`config.mk`:
```
export PLATFORM = sky130hd
export DESIGN_NAME = dmem_rr_arbiter
export DESIGN_NICKNAME = d
export VERILOG_FILES = /design/src/rtl/dmem_arb_pkg.sv /design/src/rtl/rr_pick.sv /design/src/rtl/dmem_rr_arbiter.sv
export SDC_FILE = /design/constraint.sdc
export NUM_CORES = 1
export LEC_CHECK = 0
export CAP_MARGIN = 20
export CORE_AREA = 4 4 213 215
export CTS_CLUSTER_DIAMETER = 30
export DETAILED_ROUTE_END_ITERATION = 8
export DIE_AREA = 0 0 217 219
export PLACE_DENSITY = 0.52
export REMOVE_ABC_BUFFERS = 1
export SYNTH_ARGS = -nofsm -noshare
export SYNTH_HDL_FRONTEND = slang
export SYNTH_SLANG_ARGS = --single-unit
```
`constraint.sdc`:
```
create_clock -name clk -period 4.7 [get_ports clk]
set_input_delay 1.41 -clock clk [delete_from_list [all_inputs] [get_ports clk]]
set_output_delay 1.41 -clock clk [all_outputs]
set_load 0.05 [all_outputs]
```
`src/rtl/dmem_arb_pkg.sv`:
```
// ============================================================================
//  Module  : dmem_arb_pkg
//  Brief   : Shared FSM encodings and width helper for the dmem arbiter.
//  Revision: 1.0
// ============================================================================
`default_nettype none

package dmem_arb_pkg;

    localparam logic [1:0] c_IDLE  = 2'd0;
    localparam logic [1:0] c_ISSUE = 2'd1;
    localparam logic [1:0] c_WAIT  = 2'd2;
    localparam logic [1:0] c_RESP  = 2'd3;

    // Bits needed to index 'value' distinct items (minimum 1).
    function automatic int clog2(input int value);
        int r;
        int v;
        r = 0;
        v = value - 1;
        while (v > 0) begin
            r = r + 1;
            v = v >> 1;
        end
        if (r == 0) begin
            r = 1;
        end
        return r;
    endfunction

endpackage

`default_nettype wire

```
`src/rtl/rr_pick.sv`:
```
// ============================================================================
//  Module  : rr_pick
//  Brief   : Combinational round-robin picker; first valid at or after ptr.
//  Revision: 1.0
// ============================================================================
`default_nettype none

module rr_pick
    import dmem_arb_pkg::*;
#(
    parameter int NUM_REQ = 4,
    parameter int PTR_W   = clog2(NUM_REQ)
) (
    input  logic [NUM_REQ-1:0] i_req_valid,
    input  logic [PTR_W-1:0]   i_ptr,
    output logic [NUM_REQ-1:0] o_grant,
    output logic [PTR_W-1:0]   o_winner,
    output logic               o_any_valid
);

    localparam int              IDX_W = PTR_W + 1;
    localparam logic [IDX_W-1:0] c_NUM = IDX_W'(NUM_REQ);

    logic [2*NUM_REQ-1:0] w_mask;
    logic [2*NUM_REQ-1:0] w_masked;
    logic [IDX_W-1:0]     w_idx;

    // Masking the doubled vector below ptr makes the lowest surviving bit the
    // rotated winner without needing a barrel shifter.
    always_comb begin
        w_mask   = ~(((2*NUM_REQ)'(1) << i_ptr) - (2*NUM_REQ)'(1));
        w_masked = {i_req_valid, i_req_valid} & w_mask;
        w_idx    = '0;
        for (int i = 2*NUM_REQ-1; i >= 0; i--) begin
            if (w_masked[i]) begin
                w_idx = IDX_W'(i);
            end
        end
        o_any_valid = |i_req_valid;
        o_winner    = (w_idx >= c_NUM) ? PTR_W'(w_idx - c_NUM) : PTR_W'(w_idx);
        o_grant     = o_any_valid ? (NUM_REQ'(1) << o_winner) : '0;
    end

endmodule

`default_nettype wire

```
`src/rtl/dmem_rr_arbiter.sv`:
```
// ============================================================================
//  Module  : dmem_rr_arbiter
//  Brief   : Round-robin arbiter sharing one synchronous dmem port.
//  Revision: 1.0
// ============================================================================
`default_nettype none

module dmem_rr_arbiter
    import dmem_arb_pkg::*;
#(
    parameter int NUM_REQ     = 4,
    parameter int ADDR_W      = 16,
    parameter int DATA_WIDTH  = 64,
    parameter int MEM_LATENCY = 1
) (
    input  logic                          clk,
    input  logic                          rst,
    input  logic [NUM_REQ-1:0]            req_valid,
    input  logic [NUM_REQ-1:0]            req_we,
    input  logic [NUM_REQ*ADDR_W-1:0]     req_addr,
    input  logic [NUM_REQ*DATA_WIDTH-1:0] req_wdata,
    output logic [NUM_REQ-1:0]            req_ready,
    output logic [NUM_REQ-1:0]            rsp_valid,
    output logic [DATA_WIDTH-1:0]         rsp_rdata,
    output logic                          busy,
    output logic                          mem_en,
    output logic                          mem_we,
    output logic [ADDR_W-1:0]             mem_addr,
    output logic [DATA_WIDTH-1:0]         mem_wdata,
    input  logic [DATA_WIDTH-1:0]         mem_rdata
);

    localparam int               PTR_W  = clog2(NUM_REQ);
    localparam int               CNT_W  = clog2(MEM_LATENCY + 1);
    localparam logic [CNT_W-1:0] c_LAT  = CNT_W'(MEM_LATENCY);
    localparam logic [PTR_W-1:0] c_LAST = PTR_W'(NUM_REQ - 1);

    logic [1:0]            r_state,   w_state_nxt;
    logic [PTR_W-1:0]      r_ptr,     w_ptr_nxt;
    logic [PTR_W-1:0]      r_owner,   w_owner_nxt;
    logic                  r_we,      w_we_nxt;
    logic [ADDR_W-1:0]     r_addr,    w_addr_nxt;
    logic [DATA_WIDTH-1:0] r_wdata,   w_wdata_nxt;
    logic [CNT_W-1:0]      r_lat_cnt, w_lat_cnt_nxt;
    logic [DATA_WIDTH-1:0] r_rdata,   w_rdata_nxt;

    logic [NUM_REQ-1:0]    w_grant;
    logic [PTR_W-1:0]      w_winner;
    logic                  w_any;

    rr_pick #(
        .NUM_REQ (NUM_REQ),
        .PTR_W   (PTR_W)
    ) u_pick (
        .i_req_valid (req_valid),
        .i_ptr       (r_ptr),
        .o_grant     (w_grant),
        .o_winner    (w_winner),
        .o_any_valid (w_any)
    );

    always_comb begin
        w_state_nxt   = r_state;
        w_ptr_nxt     = r_ptr;
        w_owner_nxt   = r_owner;
        w_we_nxt      = r_we;
        w_addr_nxt    = r_addr;
        w_wdata_nxt   = r_wdata;
        w_lat_cnt_nxt = r_lat_cnt;
        w_rdata_nxt   = r_rdata;
        case (r_state)
            c_IDLE: begin
                if (w_any) begin
                    w_owner_nxt = w_winner;
                    w_we_nxt    = req_we[w_winner];
                    w_addr_nxt  = req_addr[w_winner*ADDR_W +: ADDR_W];
                    w_wdata_nxt = req_wdata[w_winner*DATA_WIDTH +: DATA_WIDTH];
                    w_state_nxt = c_ISSUE;
                end
            end
            c_ISSUE: begin
                w_lat_cnt_nxt = c_LAT;
                w_state_nxt   = c_WAIT;
            end
            c_WAIT: begin
                w_lat_cnt_nxt = r_lat_cnt - CNT_W'(1);
                if (r_lat_cnt == CNT_W'(1)) begin
                    w_rdata_nxt = r_we ? '0 : mem_rdata;
                    w_state_nxt = c_RESP;
                end
            end
            c_RESP: begin
                w_ptr_nxt   = (r_owner == c_LAST) ? '0 : r_owner + PTR_W'(1);
                w_state_nxt = c_IDLE;
            end
            default: begin
                w_state_nxt = c_IDLE;
            end
        endcase
    end

    always_ff @(posedge clk or negedge rst) begin
        if (!rst) begin
            r_state   <= c_IDLE;
            r_ptr     <= '0;
            r_owner   <= '0;
            r_we      <= 1'b0;
            r_addr    <= '0;
            r_wdata   <= '0;
            r_lat_cnt <= '0;
            r_rdata   <= '0;
        end else begin
            r_state   <= w_state_nxt;
            r_ptr     <= w_ptr_nxt;
            r_owner   <= w_owner_nxt;
            r_we      <= w_we_nxt;
            r_addr    <= w_addr_nxt;
            r_wdata   <= w_wdata_nxt;
            r_lat_cnt <= w_lat_cnt_nxt;
            r_rdata   <= w_rdata_nxt;
        end
    end

    // The grant path is combinational from req_valid, so it is gated by rst
    // explicitly to stay quiet while reset is held.
    assign req_ready = (rst && (r_state == c_IDLE)) ? w_grant : '0;
    assign rsp_valid = (r_state == c_RESP) ? (NUM_REQ'(1) << r_owner) : '0;
    assign rsp_rdata = r_rdata;
    assign busy      = (r_state != c_IDLE);
    assign mem_en    = (r_state == c_ISSUE);
    assign mem_we    = mem_en & r_we;
    assign mem_addr  = r_addr;
    assign mem_wdata = r_wdata;

endmodule

`default_nettype wire

```
# [After elaboration in Yosys (flattened, before gate mapping)]
# Index checks and enable logic that the tools add are counted.
[word_totals] register_bits=152 out_inout_bits=155 wordCells=56
[classes] add_sub_neg=4 magnitude_cmp=2 eq_ne=6 shifts=5 mux=20 bitwise_logic=3 reduce_logical=8
[ops] op="$shiftx 256x9->64" n=1
[ops] op="$mux 64" n=1
[ops] op="$shiftx 64x7->16" n=1
[ops] op="$mux 3" n=8
[ops] op="$mux 4" n=3
[ops] op="$and 8x8->8" n=1
[ops] op="$mux 2" n=4
[ops] op="$not 8->8" n=1
[ops] op="$pmux 2 s4" n=1
[ops] op="$shl 1x2->4 const A" n=2
[ops] op="$shl 1x2->8 const A" n=1
[ops] op="$sub 8x2->8 const B" n=1
[ops] op="$eq 2x2->1 const B" n=3
[ops] op="$reduce_and 2->1" n=3
[ops] op="$reduce_bool 2->1" n=2
[ops] op="$reduce_or 4->1" n=1
[ops] op="$ge 3x3->1 const B" n=1
[ops] op="$lt 2x3->1 const B" n=1
[ops] op="$add 2x1->2 const B" n=1
[ops] op="$bmux 1 s2" n=1
[ops] op="$eq 2x1->1 const B" n=1
[ops] op="$logic_not 2->1" n=1
[ops] op="$ne 2x1->1 const B" n=1
[ops] op="$ne 2x2->1 const B" n=1
[ops] op="other kinds (6)" n=6

# [Depth between registers and ports, before layout]
# Gate-level depths: netlist of run 1.
[logic_depth] depth_word=17 depth_mapped=10 depth_no_buf=7

# [Modules after synthesis]
# Synthesis of run 1 repeated with hierarchy kept, for this count alone.
[unflattened] cells_unflattened=795 area_unflattened_um2=8419.3
[by_module_without_submodules] mod="dmem_rr_arbiter" instances=1 cells_per_inst=773 area_each_um2=8250.4 seq_area_each_um2=3803.6
[by_module_without_submodules] mod="rr_pick" instances=1 cells_per_inst=22 area_each_um2=168.9 seq_area_each_um2=0.0

# [Worst setup path before layout of run 1]
# No wires, ideal clock.
[synth_timing] path_kind="in2out" from="in req_valid[2]" to="out req_ready[1]" arrival_time_ps=3424 path_slack_ps=-134 stages=6 n_path_buf=2 cell_sequence="a21bo_1 buf_4 nor2_1 o32a_4 clkbuf_1 nor3_1"
[synth_via] elab_chain_len=13 word_cells_on_any_way=15 classes_between="add/sub: 1; order compare: 1; shift: 1; mux: 10; bitwise: 1; reduce/logical: 1"
[synth_lines] element="from (decl)" line_no="dmem_rr_arbiter.sv:18" rtl="input logic [NUM_REQ-1:0] req_valid,"
[synth_lines] element="$and 8x8->8" line_no="rr_pick.sv:32" rtl="w_masked = {i_req_valid, i_req_valid} & w_mask;"
[synth_lines] element="$mux 3 (7 in a row)" line_no="rr_pick.sv:35" rtl="if (w_masked[i]) begin"
[synth_lines] element="$ge 3x3->1 or $sub 2x1->2 (tied branches)" line_no="rr_pick.sv:40" rtl="o_winner = (w_idx >= c_NUM) ? PTR_W'(w_idx - c_NUM) : PTR_W'(w_idx);"
[synth_lines] element="$mux 2" line_no="rr_pick.sv:40"
[synth_lines] element="$shl 1x2->4" line_no="rr_pick.sv:41" rtl="o_grant = o_any_valid ? (NUM_REQ'(1) << o_winner) : '0;"
[synth_lines] element="$mux 4 (*)" line_no="rr_pick.sv:41"
[synth_lines] element="$mux 4 (*)" line_no="dmem_rr_arbiter.sv:126" rtl="assign req_ready = (rst && (r_state == c_IDLE)) ? w_grant : '0;"
[synth_lines] element="to (decl)" line_no="dmem_rr_arbiter.sv:22" rtl="output logic [NUM_REQ-1:0] req_ready,"
# Every way passes the cells marked *; elsewhere a longest branch is shown, timed or not.

# [Worst setup path after layout of run 1]
[layout_timing] from="in req_valid[0]" to="out req_ready[3]"
[layout_via] elab_chain_len=11 word_cells_on_any_way=13 classes_between="add/sub: 1; order compare: 1; shift: 1; mux: 8; bitwise: 1; reduce/logical: 1"
[layout_lines] element="$and 8x8->8" line_no="rr_pick.sv:32"
[layout_lines] element="$mux 3 (5 in a row)" line_no="rr_pick.sv:35"
[layout_lines] element="$ge 3x3->1 or $sub 2x1->2 (tied branches)" line_no="rr_pick.sv:40"
[layout_lines] element="$mux 2" line_no="rr_pick.sv:40"
[layout_lines] element="$shl 1x2->4" line_no="rr_pick.sv:41"
[layout_lines] element="$mux 4 (*)" line_no="rr_pick.sv:41"
[layout_lines] element="$mux 4 (*)" line_no="dmem_rr_arbiter.sv:126"
# Marks and branches as above.

==> impl_metrics.py, run 1 <==
metrics = {
    "cells_and_area": {
        "fin_util_pct": 38.4,
        "areaGrowthSynthToFinish_pct": 64.5,
        "drive_gt1_share_pct": 5.31,
        "final_common_cell": "clkdlybuf4s50_1",
        "nets": 2144,
        "layout_common_cells": "clkdlybuf4s50_1 (542), nand3_1 (162), a31oi_1 (162)",
        "final_area_um2": 16800,
    },
    "clock_tree": {
        "clk_latency_ps": 460,
        "cts_setup_buffers": 0,
        "numCtsBuffers": 17,
        "htree_levels": 4,
        "clk_path_buf_depth": 2,
        "clock-sinks": 152,
        "cts_tree": "done",
        "clkTransAtPathRegs_ps": 70,
        "clock-root-buffer": "clkbuf_16",
    },
    "worst_setup_path": {
        "crit_path_start_kind": "primary input",
        "reg2reg_depth": 10,
        "critical_path_class": "in -> out",
        "slowest_delay_ps": 470,
        "rr_startpoint": "r_ptr[0]",
        "crit_family": "buffers and inverters",
        "crit_chain": "clkdlybuf4s50_1 -> or3b_4 -> nand2_2 -> o32a_4 -> nor3_2 -> buf_4",
        "arrival_ps": 3270,
        "crit_cells": 6,
        "rr_endpoint": "mem_wdata[39]",
        "worstPathRequired_ps": 3290,
        "path_max_fanout": 4,
        "startpoint": "req_valid[0]",
        "worst_path_max_delay_cell": "clkdlybuf4s50_1",
        "critPathCaptureType": "output pin",
        "rrSetupSlack_ps": 1350,
        "path_buf_inv": 2,
        "endpoint": "req_ready[3]",
    },
    "power_and_ir_drop": {
        "switchingPower_mw": 6.44,
        "p_leak_nw": 6.26,
        "p_clk_share_pct": 12.8,
        "power.total_mw": 11.9,
        "combPwrFrac_pct": 67.9,
        "p_sw_share_pct": 54.2,
        "power_per_cell_area_nw_per_um2": 706,
        "peakVddDrop_mv": 0.507,
        "seqPwrFrac_pct": 19.2,
        "power.internal_mw": 5.43,
    },
    "place": {
        "io_buffers": 548,
        "place_area_um2": 16100,
        "place_congestion": 0.839,
        "place_ws_ps": -184,
        "dp_hpwl_um": 38100,
    },
    "timing": {
        "max_freq_ghz": 0.214,
        "period_needed_ps": 4680,
        "layout_setup_ws_ps": 19.0,
        "drv_slew": 0,
        "setup-tns-final_ps": 0,
        "fin_skew_ps": 16.3,
        "hold_viol_final": 0,
        "worstMarginPinSlew_ps": 1080,
        "finalSetupViolCount": 0,
        "slew_headroom_pct": 28.0,
        "rsz0062_at_grt": "yes",
        "fin_crit_sh_pct": 99.6,
    },
    "global_routing": {
        "grt_overflow": 0,
        "grt_antenna_before_repair": 5,
        "grt_pass1_wl_um": 81400,
        "grt_max_degree": 140,
        "grt_pass1_vias": 12600,
        "track_usage_pct": 22.3,
    },
    "floorplan": {
        "rows": 77,
        "dieWidth_um": 217,
        "die_y_um": 219,
        "core_um2": 43700,
        "io_pins": 549,
        "start_util_pct": 23.3,
        "die_area_um2": 47500,
    },
    "synthesis": {
        "ys_seq_elements": 152,
        "syn_area_um2": 10200,
        "ys_types": 33,
        "synthCells": 1294,
        "yosys_warnings": 0,
        "synth-seq-area-share_pct": 37.2,
        "syn_area_per_cell_um2": 7.89,
    },
    "flow_run": {
        "max_cap_violations": 0,
    },
    "drt": {
        "wl_per_cell_um": 23.5,
        "drtIter0Drc": 877,
        "viasPerCell": 5.20,
        "drc": 0,
        "wirelength_um": 55300,
        "ant_nets": 0,
        "num_vias": 12200,
        "drt-pass1-iter-count": 5,
    },
    "hold_path": {
        "hold_depth": 2,
        "worstHoldPathType": "reg -> reg",
    },
    "outcome": {
        "status": "finished, final reports clean",
    },
}
## state kept, by name, summed over array words and instances (netlist names)
| signal | flops |
|---|---|
| r_we | 1 |
| r_lat_cnt | 1 |
| mem_addr | 16 |
| r_state | 2 |
| mem_wdata | 64 |
| r_ptr | 2 |
| rsp_rdata | 64 |
| r_owner | 2 |
## through the flow
stage | std cells | hold WS [ps]
CTS | 2343 | 487
global route | 2346 | 511
detailed placement | 2312 | 471
global placement | 2312 | 462
finish | 2348 | 484
floorplan | 1140 | 500
## routing by layer
metal / global-route usage, % / part of all wire [%] / up-vias
li1: - / - / 5648
met1: 27.7 / 41 / 5934
met2: 37.9 / 48 / 573
met3: 6.74 / 8.6 / 49
met4: 5.96 / 1.7 / 4
met5: 0 / 0.047 / -
## layout make-up
type | count | area, um^2
inverter | 8 | 30.0
antenna | 4 | 10.0
clock buffer | 19 | 453
sequential | 152 | 3800
timing repair buffer | 581 | 5800
fill | 4537 | 26900
multi-input combinational | 980 | 5790
tap | 592 | 741
clock inverter | 12 | 168
## how the worst min path moves through the flow
| stage | from | slack, ps | endpoint |
|---|---|---|---|
| 4_1_cts | rsp_rdata[35] | 490 | rsp_rdata[35] |
| 6_report | rsp_rdata[35] | 480 | rsp_rdata[35] |
| 3_3_place_gp | rsp_rdata[35] | 460 | rsp_rdata[35] |
| 5_1_grt | rsp_rdata[57] | 510 | rsp_rdata[57] |
| 2_1_floorplan | r_owner[1] | 500 | r_owner[1] |
| 3_5_place_dp | rsp_rdata[35] | 470 | rsp_rdata[35] |
## worst register-to-register path: cells and delay by family (launching register included)
family	cells	cell delay (ps)
compound gates	3	760
fa+ha+maj	1	120
buf+inv	3	1200
flops	1	540
simple gates	3	660
## synthesized netlist by cell type (all sizes together)
master   count  area (um^2)
a21o         1         7.51
o32a         2         32.5
nand3      162          811
inv          8         30.0
nand2       73          277
a21oi       84          420
nor2        84          315
o32ai        1         16.3
o21ai      151          756
or3b         1         8.76
o2bb2ai     81          709
dfrtp      152         3800
or2          1         6.26
o21a         1         7.51
nand3b      81          608
nor2b        3         18.8
a31oi      162         1010
nand2b      67          419
and2         6         37.5
mux2         2         22.5
clkbuf     102          383
ha          10          125
nor4         1         6.26
nor3         5         25.0
buf         52          343
a21bo        1         10.0
## power by group through the flow
stage | Combinational (mW) | Sequential, mW | Clock, mW
4_1_cts | 8.11 | 2.29 | 1.56
5_1_grt | 8.65 | 2.36 | 1.60
3_3_place_gp | 8.03 | 2.29 | 0
6_report | 8.06 | 2.28 | 1.52
2_1_floorplan | 3.09 | 4.08 | 0
3_5_place_dp | 8.09 | 2.31 | 0
## cells by family (layout without fill, tap and decap cells)
| logic type | count (synthesis) | after routing | share of synthesized area [%] |
|---|---|---|---|
| AOI/OAI and AO/OA | 484 | 484 | 29.1 |
| and+or+nand+nor | 484 | 484 | 24.8 |
| buffers and inverters | 162 | 620 | 7.40 |
| DFF | 152 | 152 | 37.2 |
| adders and majority gates | 10 | 10 | 1.23 |
| muxes | 2 | 2 | 0.221 |
| other | 0 | 4 | 0 |
## timing repair
action	CTS	global route
hold buffers	0	0
resized for setup	5	3
endpoints found under the setup margin	4	2
endpoints found under the hold margin	0	0
(Power assumes the default switching activity.)
==> inputs of run 2 (changes only) <==
--- a/config.mk
+++ b/config.mk
@@ -5,12 +5,13 @@
 export SDC_FILE = /design/constraint.sdc
 export NUM_CORES = 1
 export LEC_CHECK = 0
+export ABC_AREA = 1
 export CAP_MARGIN = 20
-export CORE_AREA = 4 4 213 215
+export CORE_AREA = 4 4 212 214
 export CTS_CLUSTER_DIAMETER = 30
 export DETAILED_ROUTE_END_ITERATION = 8
-export DIE_AREA = 0 0 217 219
-export PLACE_DENSITY = 0.52
+export DIE_AREA = 0 0 216 218
+export PLACE_DENSITY = 0.5
 export REMOVE_ABC_BUFFERS = 1
 export SYNTH_ARGS = -nofsm -noshare
 export SYNTH_HDL_FRONTEND = slang
==> impl_metrics.py, run 2 <==
metrics = {
    "outcome": {
        "status": "finished, final reports clean",
    },
    "floorplan": {
        "die_area_um2": 47100,
        "start_util_pct": 21.3,
        "io_pins": 549,
        "die_y_um": 218,
        "core_um2": 42900,
        "dieWidth_um": 216,
        "rows": 76,
    },
    "worst_setup_path": {
        "slowest_delay_ps": 550,
        "crit_path_start_kind": "primary input",
        "rr_startpoint": "r_state[0]",
        "rrSetupSlack_ps": 2000,
        "crit_family": "simple AND/OR/NAND/NOR gates",
        "arrival_ps": 3040,
        "crit_chain": "clkdlybuf4s50_1 -> nand2_1 -> nand2_1 -> nand2_1 -> nand2_1 -> nand2_8 -> nand2_4 -> inv_1 -> nor3_1 -> buf_12",
        "worst_path_max_delay_cell": "clkdlybuf4s50_1",
        "startpoint": "req_valid[0]",
        "worstPathRequired_ps": 3290,
        "path_buf_inv": 3,
        "reg2reg_depth": 9,
        "path_max_fanout": 5,
        "rr_endpoint": "mem_wdata[28]",
        "critPathCaptureType": "output pin",
        "critPathMostFrequentCell": "nand2_1",
        "critical_path_class": "in -> out",
    },
    "power_and_ir_drop": {
        "p_leak_nw": 6.70,
        "switchingPower_mw": 6.14,
        "combPwrFrac_pct": 68.0,
        "power.internal_mw": 5.00,
        "p_clk_share_pct": 12.3,
        "p_sw_share_pct": 55.1,
        "peakVddDrop_mv": 0.614,
        "power_per_cell_area_nw_per_um2": 710,
        "seqPwrFrac_pct": 19.7,
    },
    "synthesis": {
        "ys_seq_elements": 152,
        "synth-seq-area-share_pct": 41.7,
        "async_reset_ff_share_pct": 100,
        "synthTopCellsByArea": "dfrtp_1 (42%), nand2_1 (18%), nand3_1 (12%)",
        "synthTopCellsByCount": "nand2_1 (426), nand3_1 (223), nor2_1 (186)",
        "ys.flop_type": "dfrtp_1",
        "synth_top_area_share_pct": 41.7,
        "yosysMostFrequentCell": "nand2_1",
        "yosys_warnings": 0,
        "syn_area_um2": 9110,
        "syn_area_per_cell_um2": 6.83,
        "synth_top_area_cell": "dfrtp_1",
        "synth_edf_count": 0,
        "ys_types": 20,
        "synthCells": 1335,
    },
    "global_routing": {
        "grt_max_degree": 163,
        "grt_pass1_vias": 10700,
        "grt_antenna_before_repair": 8,
        "grt_overflow": 0,
        "grt_pass1_wl_um": 65600,
        "track_usage_pct": 17.8,
    },
    "drt": {
        "wl_per_cell_um": 18.2,
        "drtIter0Drc": 744,
        "drc": 0,
        "num_vias": 11000,
        "drt-pass1-iter-count": 5,
        "wirelength_um": 43800,
        "viasPerCell": 4.57,
        "ant_nets": 0,
    },
    "timing": {
        "fin_crit_sh_pct": 94.7,
        "slew_headroom_pct": 31.9,
        "layout_setup_ws_ps": 247,
        "hold_viol_final": 0,
        "period_needed_ps": 4450,
        "drv_slew": 0,
        "finalSetupViolCount": 0,
        "rsz0062_at_grt": "no",
        "worstMarginPinSlew_ps": 1020,
        "max_freq_ghz": 0.225,
        "fin_skew_ps": 7.33,
    },
    "clock_tree": {
        "hold_buffers": 0,
        "cts_tree": "done",
        "clock-root-buffer": "clkbuf_16",
        "cts_setup_buffers": 0,
        "clkTransAtPathRegs_ps": 70,
        "clock-sinks": 152,
        "clk_path_buf_depth": 2,
        "clk_latency_ps": 430,
        "htree_levels": 4,
        "numCtsBuffers": 17,
        "cts_resized": 0,
    },
    "place": {
        "io_buffers": 548,
        "place_congestion": 0.827,
        "place_ws_ps": 234,
        "placed_cells": 2367,
        "dp_hpwl_um": 32200,
    },
    "flow_run": {
        "max_cap_violations": 0,
    },
    "hold_path": {
        "hold_path_end": "mem_wdata[35]",
        "hold_path.startpoint": "mem_wdata[35]",
        "hold_depth": 2,
        "worstHoldPathType": "reg -> reg",
    },
    "cells_and_area": {
        "final_common_cell": "clkdlybuf4s50_1",
        "layout_common_cells": "clkdlybuf4s50_1 (543), nand2_1 (424), nand3_1 (222)",
        "areaGrowthSynthToFinish_pct": 72.3,
        "layoutNonFillerInstCount": 2402,
        "drive_gt1_share_pct": 3.69,
        "nets": 2206,
    },
}
==> run 2: cells by family after synthesis <==
group | Yosys count | synth area share (%)
mux | 1 | 0.124
flops | 152 | 41.7
simple gates | 961 | 46.0
fa+ha+maj | 10 | 1.37
buf+inv | 138 | 6.55
compound gates | 73 | 4.19
==> run 2: worst register-to-register path, cell delays in order, from the launching register on <==
cell and delay (ps):
dfrtp_1 410, inv_1 120, ha_1 180, nand2_1 110, inv_4 60, buf_4 590
buf_4 760, nand2_1 180, nor2_1 130, nor2_1 50
==> run 2: routing by layer <==
| layer | share of wire, % | track usage [%] |
|---|---|---|
| met1 | 40 | 21.3 |
| met2 | 48 | 30.3 |
| met3 | 9.9 | 7.12 |
| met4 | 1.5 | 4.18 |
| met5 | 0.10 | 0 |
==> run 2: layout make-up <==
class / count / area (um^2)
fill: 4554 / 27200
timing repair buffer: 568 / 5770
multi-input combinational: 1045 / 4760
sequential: 152 / 3800
tap: 585 / 732
clock buffer: 18 / 429
clock inverter: 14 / 138
inverter: 18 / 70.1
antenna: 2 / 5.00
==> run 2: how the worst max path moves through the flow <==
stage	end	slack [ps]	cells past startpoint
after floorplan	req_ready[1]	-6170	3
after global placement	req_ready[1]	240	9
after detailed placement	req_ready[0]	230	10
after CTS	req_ready[1]	220	9
after global routing	req_ready[2]	60	11
final	req_ready[0]	250	10
==> run 2: power by group through the flow <==
stage	registers, mW	logic [mW]	clock network [mW]
6_report	2.19	7.58	1.37
5_1_grt	2.27	8.28	1.49
4_1_cts	2.20	7.69	1.44
3_5_place_dp	2.21	7.68	0
3_3_place_gp	2.19	7.61	0
2_1_floorplan	3.97	3.08	0
==> run 2: through the flow <==
step	utilization [%]	power, mW	hold slack (ps)	TNS [ps]	instance area (um^2)
after floorplan	-	7.05	503	-349530	8590
after global placement	35.1	9.80	464	0	15100
after detailed placement	35.2	9.90	464	0	15100
after CTS	36.5	11.3	484	0	15700
after global routing	36.6	12.0	502	0	15700
final	36.6	11.1	478	0	15700
